<file path="config.mk">
export PLATFORM = sky130hd
export DESIGN_NAME = tree_adder_acc_ctrl
export DESIGN_NICKNAME = d
export VERILOG_FILES = /design/src/rtl/tree_adder_acc_ctrl.sv
export SDC_FILE = /design/constraint.sdc
export NUM_CORES = 1
export LEC_CHECK = 0
export CORE_MARGIN = 5
export CORE_UTILIZATION = 36
export CTS_CLUSTER_DIAMETER = 30
export CTS_CLUSTER_SIZE = 28
export DETAILED_ROUTE_END_ITERATION = 16
export GPL_TIMING_DRIVEN = 0
export PLACE_DENSITY = 0.74
export SLEW_MARGIN = 10
export SYNTH_ARGS = -nofsm -noshare
export SYNTH_HDL_FRONTEND = slang
export SYNTH_SLANG_ARGS = --single-unit
</file>
<file path="constraint.sdc">
create_clock -name i_clk -period 2.8 [get_ports i_clk]
set_input_delay 0.28 -clock i_clk [delete_from_list [all_inputs] [get_ports i_clk]]
set_output_delay 0.28 -clock i_clk [all_outputs]
set_load 0.01 [all_outputs]
</file>
<file path="src/rtl/tree_adder_acc_ctrl.sv">
// Sequencer for a pipelined tree adder: forwards accepted beats to the adder,
// sums the returned partial sums into one frame total and hands it downstream.
module tree_adder_acc_ctrl #(
    parameter  int IDW       = 10,
    parameter  int DATA_NUM  = 8,
    localparam int TA_ODW    = IDW + $clog2(DATA_NUM),
    parameter  int ACC_DW    = 24,
    parameter  int MAX_BEATS = 16,
    parameter  int PEND_DW   = 4,
    localparam int CNT_W     = $clog2(MAX_BEATS + 1)
) (
    input  logic                    i_clk,
    input  logic                    i_rst,
    input  logic                    i_vld,
    output logic                    o_rdy,
    input  logic [DATA_NUM*IDW-1:0] i_data,
    input  logic                    i_last,
    output logic                    o_ta_vld,
    output logic [DATA_NUM*IDW-1:0] o_ta_data,
    input  logic                    i_ta_vld,
    input  logic [TA_ODW-1:0]       i_ta_reslt,
    output logic                    o_sum_vld,
    input  logic                    i_sum_rdy,
    output logic [ACC_DW-1:0]       o_sum,
    output logic [CNT_W-1:0]        o_beat_cnt,
    output logic                    o_ovf,
    output logic                    o_trunc,
    output logic                    o_err
);

    typedef enum logic [1:0] {IDLE, ACCUM, DRAIN, HOLD} state_t;

    state_t              state;
    state_t              state_nxt;
    logic [PEND_DW-1:0]  pending;
    logic [ACC_DW-1:0]   acc;
    logic [ACC_DW:0]     acc_add;
    logic [CNT_W-1:0]    beat_cnt;
    logic [ACC_DW-1:0]   sum_q;
    logic                ovf_flag;
    logic                trunc_flag;
    logic                err_q;
    logic                accept;
    logic                result_ok;
    logic                forced;
    logic                last_eff;
    logic                hold_release;
    logic                drain_done;

    assign accept       = i_vld & o_rdy;
    // A result with nothing in flight only counts if a beat is accepted the
    // same cycle, which is the zero-latency adder case.
    assign result_ok    = i_ta_vld & ((pending != '0) | accept);
    assign forced       = (beat_cnt == CNT_W'(MAX_BEATS - 1));
    assign last_eff     = i_last | forced;
    assign hold_release = (state == HOLD) & i_sum_rdy;
    assign drain_done   = (state == DRAIN) & (pending == '0);
    assign acc_add      = {1'b0, acc} + {{(ACC_DW + 1 - TA_ODW){1'b0}}, i_ta_reslt};

    assign o_ta_vld     = accept;
    assign o_ta_data    = i_data;
    assign o_sum        = sum_q;
    assign o_beat_cnt   = beat_cnt;
    assign o_err        = err_q;

    always_ff @(posedge i_clk) begin
        if (i_rst) begin
            state <= IDLE;
        end else begin
            state <= state_nxt;
        end
    end

    always_comb begin
        state_nxt = state;
        case (state)
            IDLE:    if (accept) state_nxt = last_eff ? DRAIN : ACCUM;
            ACCUM:   if (accept && last_eff) state_nxt = DRAIN;
            DRAIN:   if (pending == '0) state_nxt = HOLD;
            HOLD:    if (i_sum_rdy) state_nxt = IDLE;
            default: state_nxt = IDLE;
        endcase
    end

    // Ready is held low during reset itself, not only once the state settles.
    always_comb begin
        o_rdy     = 1'b0;
        o_sum_vld = 1'b0;
        o_ovf     = 1'b0;
        o_trunc   = 1'b0;
        case (state)
            IDLE, ACCUM: o_rdy = ~i_rst;
            HOLD: begin
                o_sum_vld = 1'b1;
                o_ovf     = ovf_flag;
                o_trunc   = trunc_flag;
            end
            default: ;
        endcase
    end

    always_ff @(posedge i_clk) begin
        if (i_rst) begin
            pending <= '0;
        end else begin
            case ({accept, result_ok})
                2'b10:   pending <= pending + PEND_DW'(1);
                2'b01:   pending <= pending - PEND_DW'(1);
                default: pending <= pending;
            endcase
        end
    end

    always_ff @(posedge i_clk) begin
        if (i_rst) begin
            acc      <= '0;
            ovf_flag <= 1'b0;
        end else if (hold_release) begin
            acc      <= '0;
            ovf_flag <= 1'b0;
        end else if (result_ok) begin
            acc <= acc_add[ACC_DW-1:0];
            if (acc_add[ACC_DW]) ovf_flag <= 1'b1;
        end
    end

    always_ff @(posedge i_clk) begin
        if (i_rst) begin
            beat_cnt   <= '0;
            trunc_flag <= 1'b0;
        end else if (hold_release) begin
            beat_cnt   <= '0;
            trunc_flag <= 1'b0;
        end else if (accept) begin
            if (beat_cnt < CNT_W'(MAX_BEATS)) beat_cnt <= beat_cnt + CNT_W'(1);
            if (forced && !i_last) trunc_flag <= 1'b1;
        end
    end

    always_ff @(posedge i_clk) begin
        if (i_rst) begin
            sum_q <= '0;
            err_q <= 1'b0;
        end else begin
            if (drain_done) sum_q <= acc;
            if (i_ta_vld && !result_ok) err_q <= 1'b1;
        end
    end

endmodule
</file>
==> results.sh <==
export IMPL_worstPathRequired_ns=3.07
export IMPL_cp_common_cell="a21oi_2"
export IMPL_place_hpwl_um=9520
export IMPL_setup_tns_ns=0
export IMPL_layout_drive_gt1_share=0.201
export IMPL_cp_slowest_stage_delay_ns=0.57
export IMPL_fin_area_um2=5960
export IMPL_globalplace_congestion=0.834
export IMPL_grt_first_pass_wirelength_um=18700
export IMPL_fin_crit_sh=0.983
export IMPL_rsz0062_at_grt="yes"
export IMPL_hold_viol=0
export IMPL_post_route_min_period_ns=2.75
export IMPL_grt_util_all_layers=0.172
export IMPL_max_freq_mhz=363
export IMPL_io_pin_count=214
export IMPL_p_leak_nw=2.38
export IMPL_worstMarginPinSlew_ns=0.760
export IMPL_core_um2=10900
export IMPL_path_cells="or4_4, a21oi_4, nand2b_4, clkinvlp_4, buf_12, ha_4, xor2_2, ha_2, a21oi_2, xor2_1, or3_1, a21oi_2"
export IMPL_routed_via_density=5.02
export IMPL_cts_tree="yes"
export IMPL_clk_pin_slew_ns=0.06
export IMPL_synth_distinct_cells=60
export IMPL_grt_overflow=0
export IMPL_drc=0
export IMPL_max_cap_violations=0
export IMPL_totalWireLength_um=12200
export IMPL_wl_per_cell_um=15.3
export IMPL_dpl_instance_area_um2=5550
export IMPL_max_slew_margin=0.488
export IMPL_start_kind="flop"
export IMPL_ant_nets=0
export IMPL_synth_fp_nets=630
export IMPL_grt_pass1_vias=4029
export IMPL_arrival_ns=3.02
export IMPL_multi_input_area_um2=2090
export IMPL_antenna_found_initial=0
export IMPL_final_instance_count_excl_fill=801
export IMPL_status="completed"
export IMPL_ys_warn_count=0
export IMPL_initial_utilization=0.371
export IMPL_finalMaxSlewViolations=0
export IMPL_crit_type="reg -> reg"
export IMPL_die_w_um=116
export IMPL_place_ws_ns=-0.403
export IMPL_synth_ff_type="dfxtp_1"
export IMPL_synth_seq_cells=62
export IMPL_synthArstFlopShare=0
export IMPL_finalWorstSetupSlack_ns=0.0466
export IMPL_fillCellCount=1007
export IMPL_num_vias=4021
export IMPL_clock_latency_ns=0.33
export IMPL_synthCells=507
export IMPL_clock_tree_buffer_depth=2
export IMPL_numCtsBuffers=9
export IMPL_first_pass_iters=4
export IMPL_fp_row_count=38
export IMPL_ir_drop_mv=0.340
export IMPL_area_delta_synth_final_pct=46.9
export IMPL_power_density_nw_per_um2=726
export IMPL_endpoint_kind="flop"
export IMPL_die_h_um=116
export IMPL_cp_slowest_cell="or4_4"
export IMPL_crit_fanout=6
export IMPL_fin_skew_ns=0.00857
export IMPL_ff_latch_area_um2=1240
export IMPL_die_area_um2=13500
export IMPL_ys_seq_area_frac=0.306
export IMPL_htreeDepth=3
export IMPL_hold_class="in -> reg"
export IMPL_cts_sink_count=62
export IMPL_grt_max_degree=12
export IMPL_synth_area_um2=4060
export IMPL_postSynthAreaPerCell_um2=8.00
export IMPL_drtIter0Drc=226
export IMPL_root_buffer="clkbuf_16"
export IMPL_synth_edff_count=0
export IMPL_diodes=0
export IMPL_holdWs_ns=0.214
export IMPL_fin_nets=779
export IMPL_dp_cells=779
export IMPL_setup_viol=0
export IMPL_port_buffers=132
Yosys cell counts (3+ instances only):
library cell / instances / area (µm²)
and2_1: 6 / 37.5
clkbuf_1: 13 / 48.8
or3_1: 6 / 37.5
ha_1: 23 / 288
xnor2_1: 11 / 96.3
nor4_1: 6 / 37.5
nor2_1: 29 / 109
a21oi_1: 56 / 280
mux2i_1: 6 / 60.1
o21bai_1: 3 / 22.5
nand3_1: 13 / 65.1
nand2b_1: 3 / 18.8
xor2_1: 8 / 70.1
buf_4: 81 / 608
buf_2: 4 / 20.0
inv_1: 12 / 45.0
nand2_1: 77 / 289
dfxtp_1: 62 / 1240
nor3_1: 6 / 30.0
a211oi_1: 3 / 22.5
a21o_1: 4 / 30.0
nand3b_1: 3 / 22.5
o211ai_1: 3 / 22.5
o21ai_0: 14 / 70.1
a31oi_1: 3 / 18.8
nand4_1: 8 / 50.1
cell usage in the layout (no fill, tap or decap), types with 3 or more instances in the layout:
cell,Yosys,final
a211oi_1,3,3
a21o_1,4,4
a21oi_1,56,54
a31oi_1,3,3
and2_1,6,6
buf_2,4,3
buf_4,81,87
clkbuf_1,13,14
clkbuf_16,0,9
clkdlybuf4s50_1,0,132
clkinvlp_4,0,3
dfxtp_1,62,59
dfxtp_2,0,3
ha_1,23,21
inv_1,12,10
mux2i_1,6,6
nand2_1,77,77
nand2b_1,3,3
nand3_1,13,13
nand3b_1,3,3
nand4_1,8,8
nor2_1,29,29
nor3_1,6,6
nor4_1,6,6
o211ai_1,3,3
o21ai_0,14,13
o21bai_1,3,3
or3_1,6,6
xnor2_1,11,11
xor2_1,8,7
cell type report:
class,instances,area share
buffer,103,0.122
inverter,12,0.00819
clock inverter,5,0.00987
timing repair buffer,138,0.229
multi-input combinational,330,0.352
sequential,62,0.209
tap,140,0.0294
clock buffer,11,0.0407
kinds of logic (layout without fill, tap and decap cells):
group / after synthesis / in the layout / share of synthesized area
xor+xnor: 19 / 19 / 0.0410
simple gates: 172 / 172 / 0.204
buf+inv: 115 / 269 / 0.187
fa+ha+maj: 24 / 24 / 0.0759
flops: 62 / 62 / 0.306
mux: 6 / 6 / 0.0148
compound gates: 109 / 109 / 0.171
flip-flops by register name, summed over array words and instances, names as in the netlist:
name,flops
o_sum,24
state,2
o_err,1
pending,4
acc,24
trunc_flag,1
o_beat_cnt,5
ovf_flag,1
critical path: cells and delay by family (launching register included):
family / cells / cell delay [ns]
AO/OA/AOI/OAI: 3 / 0.41
buffers and inverters: 2 / 0.28
AND/OR/NAND/NOR: 3 / 1.06
XOR/XNOR: 2 / 0.23
adder cells (fa/ha/maj): 2 / 0.36
flip-flops: 1 / 0.35
path summary, 6_finish.rpt:
| path | end | slack, ns | start | cells after the start |
|---|---|---|---|---|
| max | pending[2] | 0.05 | pending[0] | 12 |
| min reg2reg | o_sum[23] | 0.45 | o_sum[23] | 2 |
| min | state[0] | 0.21 | i_rst | 2 |
| max reg2reg | pending[2] | 0.05 | pending[0] | 12 |
routing by layer:
metal | part of all wire | global-route usage | up-vias
met5 | 0 | 0 | -
met4 | 0.025 | 0.0619 | 0
met3 | 0.097 | 0.0477 | 31
met2 | 0.50 | 0.318 | 193
met1 | 0.38 | 0.189 | 1825
li1 | - | - | 1972
metrics by stage:
step	util	power, mW
final	0.545	4.32
after global routing	0.545	4.58
after floorplan	-	2.45
after detailed placement	0.508	3.01
after CTS	0.540	4.24
after global placement	0.508	2.93
power by group:
part | leakage (nW) | total, mW | internal, mW | switching, mW
logic | 1.73 | 2.05 | 0.944 | 1.10
clock network | 0.142 | 1.13 | 0.713 | 0.412
registers | 0.504 | 1.15 | 1.03 | 0.122
timing repair:
action,4_1_cts,5_1_grt
buffers inserted,3,3
resized for setup,7,9
hold buffers,0,0
pin swaps,0,1
setup endpoints to repair,3,4
Note: power is estimated with default switching activity, not from simulation.
